`config.mk`:
```
export PLATFORM = sky130hd
export DESIGN_NAME = seq_multiplier
export DESIGN_NICKNAME = d
export VERILOG_FILES = /design/src/rtl/seq_multiplier.sv
export SDC_FILE = /design/constraint.sdc
export NUM_CORES = 1
export LEC_CHECK = 0
export ABC_CLOCK_PERIOD_IN_PS = 12130
export CORE_UTILIZATION = 50
export CTS_BUF_LIST = sky130_fd_sc_hd__clkbuf_2
export DETAILED_ROUTE_END_ITERATION = 7
export HOLD_SLACK_MARGIN = 0.1
export PLACE_DENSITY = 0.78
export SETUP_SLACK_MARGIN = 0.05
export SYNTH_ARGS = -nofsm -noshare
export SYNTH_HDL_FRONTEND = slang
export SYNTH_SLANG_ARGS = --single-unit
export TNS_END_PERCENT = 10
```
`constraint.sdc`:
```
create_clock -name clk -period 12.13 [get_ports clk]
set_input_delay 2.426 -clock clk [delete_from_list [all_inputs] [get_ports clk]]
set_output_delay 2.426 -clock clk [all_outputs]
set_load 0.01 [all_outputs]
```
`src/rtl/seq_multiplier.sv`:
```
// Sequential shift-add multiplier (MULT / MULTU) producing a 2*WIDTH product into HI/LO.
// Latency: accept edge E0, WIDTH RUN edges, one FIX edge; done and new hi/lo visible after E(WIDTH+1).
// Backpressure: busy stalls the upstream pipeline registers; start is only honoured in IDLE.
//
// Ports:
//   clk, rst        rising-edge clock, asynchronous active-high reset
//   start, op       request and opcode (01 = MULTU, 10 = MULT, others = no-op)
//   flush           synchronous abort of an in-flight multiply (beats start in IDLE)
//   src_a, src_b    multiplicand (rs) and multiplier (rt), only sampled at accept
//   busy            registered, high whenever the FSM is not IDLE
//   done            one-cycle pulse in the cycle hi/lo carry a new product
//   hi, lo          upper and lower product words, feed the MFHI/MFLO forwarding path

module seq_multiplier #(
  parameter int WIDTH = 32,
  parameter int CNT_W = 6
) (
  input  logic             clk,
  input  logic             rst,
  input  logic             start,
  input  logic [1:0]       op,
  input  logic             flush,
  input  logic [WIDTH-1:0] src_a,
  input  logic [WIDTH-1:0] src_b,
  output logic             busy,
  output logic             done,
  output logic [WIDTH-1:0] hi,
  output logic [WIDTH-1:0] lo
);

  localparam logic [1:0]       OP_MULTU = 2'b01;
  localparam logic [1:0]       OP_MULT  = 2'b10;
  localparam logic [CNT_W-1:0] LAST_CNT = CNT_W'(WIDTH - 1);

  typedef enum logic [1:0] {
    IDLE = 2'd0,
    RUN  = 2'd1,
    FIX  = 2'd2
  } state_t;

  state_t             state;
  logic [CNT_W-1:0]   cnt;
  // Product / multiplier register: upper half accumulates partial sums,
  // lower half starts as the multiplier and is shifted out one bit per edge.
  logic [2*WIDTH-1:0] p;
  logic [WIDTH-1:0]   mcand;
  logic               neg;

  logic               op_signed;
  logic               op_valid;
  logic               accept;
  logic [WIDTH-1:0]   mag_a;
  logic [WIDTH-1:0]   mag_b;
  logic [WIDTH:0]     sum;
  logic [2*WIDTH-1:0] p_fixed;

  assign op_signed = (op == OP_MULT);
  assign op_valid  = (op == OP_MULTU) || op_signed;

  // flush in IDLE suppresses a simultaneous request.
  assign accept = (state == IDLE) && start && !flush && op_valid;

  // Signed operands are reduced to magnitudes so the datapath is purely
  // unsigned. The most negative value negates to itself, which read as
  // unsigned is exactly its magnitude, so no special case is needed.
  assign mag_a = (op_signed && src_a[WIDTH-1]) ? (~src_a + WIDTH'(1)) : src_a;
  assign mag_b = (op_signed && src_b[WIDTH-1]) ? (~src_b + WIDTH'(1)) : src_b;

  // One extra bit keeps the carry out of the partial sum; it becomes the
  // new MSB of p after the right shift.
  assign sum = {1'b0, p[2*WIDTH-1:WIDTH]} + (p[0] ? {1'b0, mcand} : '0);

  // Sign restoration over the full product width.
  assign p_fixed = neg ? (~p + (2*WIDTH)'(1)) : p;

  always_ff @(posedge clk or posedge rst) begin
    if (rst) begin
      state <= IDLE;
      busy  <= 1'b0;
      done  <= 1'b0;
      hi    <= '0;
      lo    <= '0;
      cnt   <= '0;
      p     <= '0;
      mcand <= '0;
      neg   <= 1'b0;
    end else begin
      done <= 1'b0;
      case (state)
        IDLE: begin
          if (accept) begin
            mcand <= mag_a;
            p     <= {{WIDTH{1'b0}}, mag_b};
            neg   <= op_signed & (src_a[WIDTH-1] ^ src_b[WIDTH-1]);
            cnt   <= '0;
            state <= RUN;
            busy  <= 1'b1;
          end
        end

        RUN: begin
          if (flush) begin
            state <= IDLE;
            busy  <= 1'b0;
          end else begin
            p   <= {sum, p[WIDTH-1:1]};
            cnt <= cnt + CNT_W'(1);
            // cnt still holds the pre-increment value, so this is the
            // WIDTH-th shift-add edge.
            if (cnt == LAST_CNT) begin
              state <= FIX;
            end
          end
        end

        FIX: begin
          state <= IDLE;
          busy  <= 1'b0;
          // An abort here must leave the architectural HI/LO untouched.
          if (!flush) begin
            hi   <= p_fixed[2*WIDTH-1:WIDTH];
            lo   <= p_fixed[WIDTH-1:0];
            done <= 1'b1;
          end
        end

        default: begin
          state <= IDLE;
          busy  <= 1'b0;
        end
      endcase
    end
  end

endmodule

```
==> results of run 1 <==
[stage by stage]
step	std cells	setup WS, ns	power (W)
after floorplan	1260	5.07	0.00127
after global placement	1601	6.54	0.00146
after detailed placement	1601	6.42	0.00149
after CTS	1632	7.26	0.00184
after global routing	1633	6.83	0.00197
final	1633	7.17	0.00184
[cell type report]
cell class              instances  area, µm²
flip-flops and latches        171       4280
clock inverters                14        203
repair buffers                141       1400
multi-input cells             995       6220
diodes                          1       2.50
clock buffers                  17       85.1
inverters                      19       76.3
well taps                     275        344
fillers                      1872       8550
[cell usage in the layout, fill, tap and decap left out, types with 3 or more instances in the layout]
cell,Yosys,routed
a21boi_0,4,4
a21o_1,12,12
a21oi_1,66,66
a22o_1,8,8
a22oi_1,21,21
a31oi_1,6,6
a32o_1,3,3
and2_1,34,34
and3_1,3,3
and4_1,3,3
buf_4,0,6
bufinv_16,0,4
clkbuf_2,0,17
clkdlybuf4s50_1,0,135
dfrtp_1,171,170
ha_1,37,37
inv_1,19,18
inv_6,0,7
mux2i_1,5,5
nand2_1,175,174
nand2b_1,7,7
nand3_1,29,28
nand3b_1,5,5
nand4_1,15,15
nor2_1,52,50
nor2b_1,8,8
nor3_1,25,25
nor4_1,7,7
o21a_1,5,5
o21ai_0,194,194
o21ai_1,6,6
o21bai_1,4,4
o31ai_1,32,32
o41ai_1,11,11
or2_1,3,3
or2_2,5,5
or3_1,20,20
or4_1,13,13
xnor2_1,43,43
xor2_1,97,97
[cell families after synthesis]
family | synth area share
AND/OR/NAND/NOR | 0.186
AO/OA/AOI/OAI | 0.223
flip-flops | 0.395
XOR/XNOR | 0.113
buffers and inverters | 0.0334
adder cells (fa/ha/maj) | 0.0446
multiplexers | 0.00462
[power by group]
group	internal (W)	switching, W	leakage [nW]
registers	0.000672	0.000174	2.28
logic	0.000275	0.000365	2.77
clock network	0.000140	0.000215	0.172
total	0.00109	0.000755	5.22
[worst reg2reg max path: stages, from the launching register on]
cell and delay [ns]:
dfrtp_1 0.97, and2_1 0.24, ha_1 0.28, a21o_1 0.22, a31o_2 0.22, a31oi_1 0.26
o21ai_0 0.37, a41oi_1 0.62, nor4_1 0.17, or4_1 0.52, a32o_1 0.27
[sequential cells by signal (all words and copies together) (netlist names)]
register  cells
p            64
hi           32
lo           32
mcand        32
cnt           6
state         2
busy          1
done          1
neg           1
[worst max-delay path by stage]
| stage | startpoint | to | slack (ns) |
|---|---|---|---|
| 4_1_cts | src_b[3] | p[29] | 7.26 |
| 5_1_grt | src_b[3] | p[29] | 6.83 |
| 2_1_floorplan | rst | busy | 5.07 |
| 3_3_place_gp | src_b[3] | p[27] | 6.54 |
| 3_5_place_dp | src_b[3] | p[27] | 6.42 |
| 6_report | src_b[3] | p[29] | 7.17 |
[per-layer routing]
metal	GRT usage	vias to the layer above	wire [µm]
li1	-	4694	-
met1	0.376	4500	13200
met2	0.386	330	12100
met3	0.0370	37	1710
met4	0.0653	0	422
met5	0	-	0
==> flow_metrics.py, run 1 <==
metrics = {
    "outcome": {
        "status": "complete, no violations",
    },
    "route": {
        "antenna_left": 0,
        "routed_wl_um": 27400,
        "vias_per_cell": 5.85,
        "num_vias": 9561,
        "wl_per_cell_um": 16.8,
        "drc": 0,
        "drt_iter0_markers": 859,
        "first_pass_iters": 7,
    },
    "synthesis": {
        "ys.flop_type": "dfrtp_1",
        "syn-mean-instance-area_um2": 8.60,
        "synth-edff-count": 0,
        "async_flop_share": 1.00,
        "ys_ff_latch": 171,
        "yosysMostFrequentCell": "o21ai_0",
        "ys_types": 65,
        "synth_top_area_share": 0.395,
        "synth_area_leaders": "dfrtp_1 40%, o21ai_0 9.0%, xor2_1 7.8%",
        "mappedNetlistNets": 1368,
        "synth_common_cells": "194 x o21ai_0, 175 x nand2_1, 171 x dfrtp_1",
        "yosysTopAreaCell": "dfrtp_1",
        "syn-cell-area_mm2": 0.0108,
        "ys_warn_count": 0,
        "synth-seq-area-share": 0.395,
        "synth_cells": 1260,
    },
    "sta": {
        "setup_tns_ns": 0,
        "max_slew_margin": 0.308,
        "fmaxAchievable_mhz": 201,
        "worst_pin_slew_ns": 1.04,
        "whs_ns": 0.503,
        "fin_crit_sh": 0.409,
        "setup_viol_count_final": 0,
        "timing.final.crit_period_ns": 4.96,
        "finClkSkew_ns": 0.0322,
        "final_max_slew_viol_count": 0,
        "rsz0062_at_grt": "false",
        "timing_hold_violations_final": 0,
    },
    "pwr": {
        "pwr_density_cell_mw_per_mm2": 146,
        "cellLeakagePower_nw": 5.22,
        "peakVddDrop_v": 0.0000616,
    },
    "placement": {
        "io_buffers": 135,
        "post_dp_cell_area_mm2": 0.0123,
        "place_hpwl_um": 20300,
        "routabilityCongestion": 0.888,
    },
    "clock_network": {
        "insertion_delay_ns": 0.79,
        "cts_hold_buf": 0,
        "cts_sinks": 171,
        "cts_root_buf": "clkbuf_2",
        "htree_levels": 4,
        "numCtsBuffers": 17,
        "ctsResizeCount": 0,
        "clk_pin_slew_worst_paths_ns": 0.23,
        "clk_path_buf_depth": 2,
        "cts_tree": "done",
        "post-cts-setup-buffers": 0,
    },
    "global_route": {
        "grt_max_degree": 111,
        "antenna_found_initial": 1,
        "grt_pass1_wl_um": 44900,
        "grt_util_all_layers": 0.253,
        "grt_pass1_vias": 8770,
        "overflow": 0,
    },
    "worst_setup_path": {
        "ff2ff_path_depth": 10,
        "r2r_end": "p[56]",
        "path_class": "in2reg",
        "cp-end-kind": "flip-flop",
        "slowest_stage": "nor3_1",
        "worstPathRequired_ns": 12.78,
        "cpLargestDelayFamily": "simple AND/OR/NAND/NOR gates",
        "path_cells": "clkdlybuf4s50_1, nor4_1, nand3_1, nor4_1, nand2_1, nor3_1, a211oi_1, a31oi_1, o21ai_0",
        "arrival_ns": 5.61,
        "cp.depth": 9,
        "reg2reg_from": "p[0]",
        "critPathBufInv": 1,
        "startpoint_type": "input port",
        "worstPathMaxFanout": 8,
        "slowest_delay_ns": 0.77,
        "rrSetupSlack_ns": 7.91,
        "crit_top_cell": "nor4_1",
    },
    "floorplanning": {
        "fp.dieH_um": 149,
        "initial_core_util": 0.512,
        "die_width_um": 149,
        "fp-row-count": 53,
        "ioPinCount": 136,
        "dieArea_mm2": 0.0223,
        "core_mm2": 0.0212,
    },
    "finish": {
        "area_growth_pct": 16.4,
        "final_area_mm2": 0.0126,
        "drive_gt1_frac": 0.0442,
        "final_util": 0.596,
        "nets": 1453,
    },
    "hold_path": {
        "min_to": "mcand[6]",
        "hp-class": "reg2reg",
        "min_path_cells": 2,
        "hold_start": "mcand[6]",
    },
    "run": {
        "max-cap-violations": 0,
    },
}
No activity file was read; power rests on OpenSTA's default activity.
==> run 2, diff against run 1 <==
--- a/config.mk
+++ b/config.mk
@@ -5,12 +5,12 @@
 export SDC_FILE = /design/constraint.sdc
 export NUM_CORES = 1
 export LEC_CHECK = 0
-export ABC_CLOCK_PERIOD_IN_PS = 12130
+export ABC_CLOCK_PERIOD_IN_PS = 4400
 export CORE_UTILIZATION = 50
 export CTS_BUF_LIST = sky130_fd_sc_hd__clkbuf_2
 export DETAILED_ROUTE_END_ITERATION = 7
 export HOLD_SLACK_MARGIN = 0.1
-export PLACE_DENSITY = 0.78
+export PLACE_DENSITY = 0.81
 export SETUP_SLACK_MARGIN = 0.05
 export SYNTH_ARGS = -nofsm -noshare
 export SYNTH_HDL_FRONTEND = slang
==> constraint.sdc (replaced) <==
create_clock -name clk -period 4.4 [get_ports clk]
set_input_delay 0.88 -clock clk [delete_from_list [all_inputs] [get_ports clk]]
set_output_delay 0.88 -clock clk [all_outputs]
set_load 0.01 [all_outputs]
==> run 2 against run 1 <==
The run now ends with DRC left; sequential power grew to 2.7 times the previous value; register-to-register slack worse by 7.1 ns; count of clock-buffer cells in the layout unchanged; largest power group unchanged; critical path depth is 1 lower; first-iteration DRC count decreased by 15%; sequential share of layout area is 0.081 points lower.
==> flow_metrics.py, run 2 (synthesis results as in run 1) <==
metrics = {
    "clock_network": {
        "insertion_delay_ns": 0.81,
        "numCtsBuffers": 17,
        "cts_hold_buf": 0,
        "clk_path_buf_depth": 2,
        "ctsResizeCount": 0,
        "htree_levels": 4,
        "post-cts-setup-buffers": 0,
        "cts_tree": "done",
        "cts_root_buf": "clkbuf_2",
        "clk_pin_slew_worst_paths_ns": 0.28,
        "cts_sinks": 171,
    },
    "floorplanning": {
        "dieArea_mm2": 0.0223,
        "ioPinCount": 136,
        "fp-row-count": 53,
        "fp.dieH_um": 149,
        "initial_core_util": 0.512,
        "die_width_um": 149,
        "core_mm2": 0.0212,
    },
    "global_route": {
        "grt_pass1_vias": 8859,
        "overflow": 0,
        "antenna_found_initial": 1,
        "grt_pass1_wl_um": 45100,
        "grt_max_degree": 129,
        "grt_util_all_layers": 0.256,
    },
    "worst_setup_path": {
        "reg2reg_from": "p[36]",
        "ff2ff_path_depth": 8,
        "r2r_end": "hi[25]",
        "worstPathRequired_ns": 5.07,
        "crit_end": "hi[25]",
        "startpoint_type": "flip-flop",
        "worstPathMaxFanout": 9,
        "cp-end-kind": "flip-flop",
        "path_class": "reg2reg",
        "arrival_ns": 4.27,
        "crit_path_start": "p[36]",
        "rrSetupSlack_ns": 0.80,
    },
    "route": {
        "antenna_left": 0,
        "num_vias": 9474,
        "drc": 3,
        "vias_per_cell": 5.77,
        "first_pass_iters": 7,
        "drt_iter0_markers": 732,
        "wl_per_cell_um": 16.5,
        "routed_wl_um": 27100,
    },
    "placement": {
        "place_hpwl_um": 20500,
        "routabilityCongestion": 0.939,
        "io_buffers": 135,
        "dp_cells": 1608,
        "post_dp_cell_area_mm2": 0.0124,
    },
    "pwr": {
        "peakVddDrop_v": 0.000157,
        "power_frac_comb": 0.362,
        "p_seq_frac": 0.467,
        "pwr_density_cell_mw_per_mm2": 392,
        "intPower_w": 0.00286,
        "power_switching_w": 0.00209,
        "cellLeakagePower_nw": 5.23,
        "swShare": 0.423,
        "p_total_w": 0.00495,
        "clkPwrFrac": 0.171,
    },
    "finish": {
        "largest_register_ffs": 64,
        "area_growth_pct": 16.7,
        "num-fill-cells": 1884,
        "layout.cells.most_common": "o21ai_0",
        "final_area_mm2": 0.0126,
        "nets": 1460,
        "drive_gt1_frac": 0.0491,
        "final_cell_mix": "194 x o21ai_0, 174 x nand2_1, 170 x dfrtp_1, 135 x clkdlybuf4s50_1, 97 x xor2_1",
        "top_register": "p",
        "multi_input_area_mm2": 0.00622,
        "final-instance-count-excl-fill": 1641,
        "regArea_mm2": 0.00428,
    },
    "hold_path": {
        "hp-class": "in2async",
    },
    "sta": {
        "finClkSkew_ns": 0.0510,
        "rsz0062_at_grt": "false",
        "worst_pin_slew_ns": 1.15,
        "final_max_slew_viol_count": 0,
        "setup_tns_ns": 0,
        "max_slew_margin": 0.233,
        "whs_ns": 0.484,
        "timing.final.crit_period_ns": 3.60,
        "timing_hold_violations_final": 0,
        "setup_viol_count_final": 0,
        "fin_crit_sh": 0.818,
        "fmaxAchievable_mhz": 278,
    },
    "outcome": {
        "status": "finished with violations",
        "violations": "DRC",
    },
    "run": {
        "max-cap-violations": 0,
    },
}
[run 2: changes by cell type in the layout (fill, tap and decap cells not counted), sizes merged]
| cell | delta |
|---|---|
| buf | +7 |
| bufinv | -3 |
| clkinvlp | +3 |
| clkinv | +2 |
| inv | -1 |
[run 2: worst min path at each step]
stage	from	endpoint	slack [ns]	cells after the start
6_report	rst	lo[8]	0.48	2
5_1_grt	rst	lo[8]	0.44	2
4_1_cts	rst	lo[8]	0.47	2
3_5_place_dp	mcand[31]	mcand[31]	0.46	2
3_3_place_gp	lo[28]	lo[28]	0.45	2
2_1_floorplan	mcand[31]	mcand[31]	0.43	2
[run 2: cell type report]
type	count	area share
inverters	19	0.00594
multi-input cells	995	0.492
clock buffers	17	0.00673
repair buffers	148	0.117
diodes	1	0.000198
well taps	275	0.0272
clock inverters	15	0.0124
flip-flops and latches	171	0.339
[run 2: critical path: stages, from the launching register on]
cell	delay [ns]
dfrtp_1	0.55
or4_1	0.57
or2_1	0.27
or4_1	0.53
or4_1	0.54
or2_1	0.41
o41ai_4	0.36
xor2_1	0.18
o21ai_1	0.08
[run 2: power groups by stage]
| stage | Clock, W | Sequential (W) | Combinational [W] |
|---|---|---|---|
| floorplan | 0 | 0.00214 | 0.00137 |
| global placement | 0 | 0.00230 | 0.00173 |
| detailed placement | 0 | 0.00232 | 0.00178 |
| CTS | 0.000866 | 0.00229 | 0.00179 |
| global route | 0.000936 | 0.00235 | 0.00201 |
| finish | 0.000845 | 0.00231 | 0.00179 |
[run 2: layer usage]
| layer | track usage | wire length, µm |
|---|---|---|
| met5 | 0 | 0 |
| met4 | 0.0592 | 308 |
| met3 | 0.0394 | 1450 |
| met2 | 0.403 | 12300 |
| met1 | 0.370 | 13100 |
[run 2: through the flow]
step | setup slack, ns | util
floorplan | 1.09 | -
global placement | 0.623 | 0.586
detailed placement | 0.533 | 0.586
CTS | 0.840 | 0.597
global route | 0.512 | 0.597
finish | 0.801 | 0.597
==> run 3, diff against run 2 <==
--- a/config.mk
+++ b/config.mk
@@ -5,12 +5,12 @@
 export SDC_FILE = /design/constraint.sdc
 export NUM_CORES = 1
 export LEC_CHECK = 0
-export ABC_CLOCK_PERIOD_IN_PS = 4400
+export ABC_CLOCK_PERIOD_IN_PS = 3450
 export CORE_UTILIZATION = 50
 export CTS_BUF_LIST = sky130_fd_sc_hd__clkbuf_2
 export DETAILED_ROUTE_END_ITERATION = 7
 export HOLD_SLACK_MARGIN = 0.1
-export PLACE_DENSITY = 0.81
+export PLACE_DENSITY = 0.78
 export SETUP_SLACK_MARGIN = 0.05
 export SYNTH_ARGS = -nofsm -noshare
 export SYNTH_HDL_FRONTEND = slang
==> constraint.sdc (replaced) <==
create_clock -name clk -period 3.45 [get_ports clk]
set_input_delay 0.69 -clock clk [delete_from_list [all_inputs] [get_ports clk]]
set_output_delay 0.69 -clock clk [all_outputs]
set_load 0.01 [all_outputs]
==> run 3 against run 2 <==
Register-to-register slack got worse by 0.65 ns; the flow now finishes without violations; utilization rose by 2.3 points; largest cell class unchanged; flip-flop and latch count did not move; combinational power rose by 46%; sequential power rose by 24%; critical path type unchanged.
==> flow_metrics.py, run 3 (synthesis results as in run 1) <==
metrics = {
    "global_route": {
        "grt_max_degree": 129,
        "antenna_found_initial": 1,
        "grt_pass1_vias": 8935,
        "grt_pass1_wl_um": 45500,
        "grt_util_all_layers": 0.261,
        "overflow": 0,
    },
    "pwr": {
        "pwr_density_cell_mw_per_mm2": 503,
        "peakVddDrop_v": 0.000289,
        "cellLeakagePower_nw": 5.52,
    },
    "sta": {
        "final_max_slew_viol_count": 0,
        "rsz0062_at_grt": "true",
        "finClkSkew_ns": 0.0484,
        "fmaxAchievable_mhz": 303,
        "worst_pin_slew_ns": 0.767,
        "setup_tns_ns": 0,
        "setup_viol_count_final": 0,
        "timing.final.crit_period_ns": 3.30,
        "fin_crit_sh": 0.955,
        "max_slew_margin": 0.489,
        "timing_hold_violations_final": 0,
    },
    "clock_network": {
        "htree_levels": 4,
        "cts_hold_buf": 0,
        "clk_path_buf_depth": 2,
        "ctsResizeCount": 0,
        "post-cts-setup-buffers": 0,
        "insertion_delay_ns": 0.78,
        "cts_sinks": 171,
        "clk_pin_slew_worst_paths_ns": 0.28,
        "cts_tree": "done",
        "numCtsBuffers": 17,
        "cts_root_buf": "clkbuf_2",
    },
    "finish": {
        "num-fill-cells": 1844,
        "layout.cells.most_common": "o21ai_0",
        "drive_gt1_frac": 0.0896,
        "area_growth_pct": 21.1,
        "final_area_mm2": 0.0131,
        "largest_register_ffs": 64,
        "top_register": "p",
        "final_cell_mix": "193 x o21ai_0, 174 x nand2_1, 170 x dfrtp_1, 135 x clkdlybuf4s50_1, 97 x xor2_1",
        "nets": 1512,
    },
    "route": {
        "wl_per_cell_um": 16.4,
        "wl_met1_um": 13700,
        "wl_met3_um": 1350,
        "antenna_left": 0,
        "top_layer": "met4",
        "drc": 0,
        "wl_met2_um": 12200,
        "drt_iter0_markers": 905,
        "num_vias": 9680,
        "first_pass_iters": 5,
        "routed_wl_um": 27700,
        "vias_per_cell": 5.72,
    },
    "floorplanning": {
        "initial_core_util": 0.512,
        "dieArea_mm2": 0.0223,
        "die_width_um": 149,
        "core_mm2": 0.0212,
        "fp.dieH_um": 149,
        "fp-row-count": 53,
        "ioPinCount": 136,
    },
    "worst_setup_path": {
        "rrSetupSlack_ns": 0.15,
        "worstPathRequired_ns": 4.11,
        "startpoint_type": "flip-flop",
        "path_cells": "or4_4, or3_4, or3_4, or4_1, or2_4, o41ai_4, xor2_1, o21ai_1",
        "reg2reg_from": "p[24]",
        "r2r_end": "hi[25]",
        "crit_top_cell": "or3_4",
        "worstPathMaxFanout": 9,
        "slowest_delay_ns": 0.60,
        "ff2ff_path_depth": 8,
        "arrival_ns": 3.95,
        "cp-end-kind": "flip-flop",
        "slowest_stage": "or4_1",
        "path_class": "reg2reg",
    },
    "hold_path": {
        "hp-class": "in2async",
    },
    "run": {
        "max-cap-violations": 0,
    },
    "outcome": {
        "status": "complete, no violations",
    },
    "placement": {
        "place_hpwl_um": 21400,
        "io_buffers": 135,
        "routabilityCongestion": 0.992,
        "post_dp_cell_area_mm2": 0.0128,
    },
}
==> run 3: cell count changes in the layout (fill, tap and decap cells not counted), moves of 2 or more <==
cell,before,now
or2_4,0,2
buf_4,11,60
buf_12,2,5
or2_1,3,1
clkinv_4,2,0
inv_8,3,6
==> run 3: metrics by stage <==
step | worst slack (ns) | hold WS (ns) | util | std cells | total power, W
floorplan | 0.144 | 0.431 | - | 1260 | 0.00448
global placement | 0.0764 | 0.451 | 0.606 | 1660 | 0.00538
detailed placement | 0.00624 | 0.463 | 0.606 | 1660 | 0.00546
CTS | 0.0709 | 0.211 | 0.618 | 1692 | 0.00658
global route | 0.0482 | 0.217 | 0.620 | 1693 | 0.00706
finish | 0.154 | 0.257 | 0.620 | 1693 | 0.00660
==> run 3: layer usage <==
layer	vias to the layer above	global-route usage
li1	4809	-
met1	4580	0.393
met2	266	0.385
met3	25	0.0346
met4	0	0.0816
met5	-	0
==> run 3: worst max-delay path by stage <==
stage,from,to,slack (ns),depth (start not counted)
4_1_cts,p[24],hi[31],0.07,8
3_5_place_dp,src_a[12],mcand[29],0.006,11
5_1_grt,p[36],hi[25],0.05,8
3_3_place_gp,src_a[9],mcand[29],0.08,9
2_1_floorplan,p[0],p[56],0.14,12
6_report,p[24],hi[25],0.15,8
==> run 3: report_power, final <==
part           leakage, nW  internal, W  switching [W]  total [W]
Clock                0.150     0.000307       0.000811    0.00112
Combinational         3.09      0.00116        0.00146    0.00261
Sequential            2.28      0.00237       0.000502    0.00287
==> run 3: cell type report <==
class / instances / area, µm² / area share
antenna: 1 / 2.50 / 0.000191
clock buffer: 17 / 85.1 / 0.00649
timing repair buffer: 200 / 1900 / 0.145
clock inverter: 15 / 169 / 0.0129
inverter: 19 / 75.1 / 0.00572
sequential: 171 / 4280 / 0.326
multi-input combinational: 995 / 6260 / 0.477
tap: 275 / 344 / 0.0262
==> run 3: worst max-delay path, delay by kind of cell (launching register included) <==
kind	cells	cell delay, ns
flops	1	0.45
compound gates	2	0.37
simple gates	5	2.21
xor+xnor	1	0.17
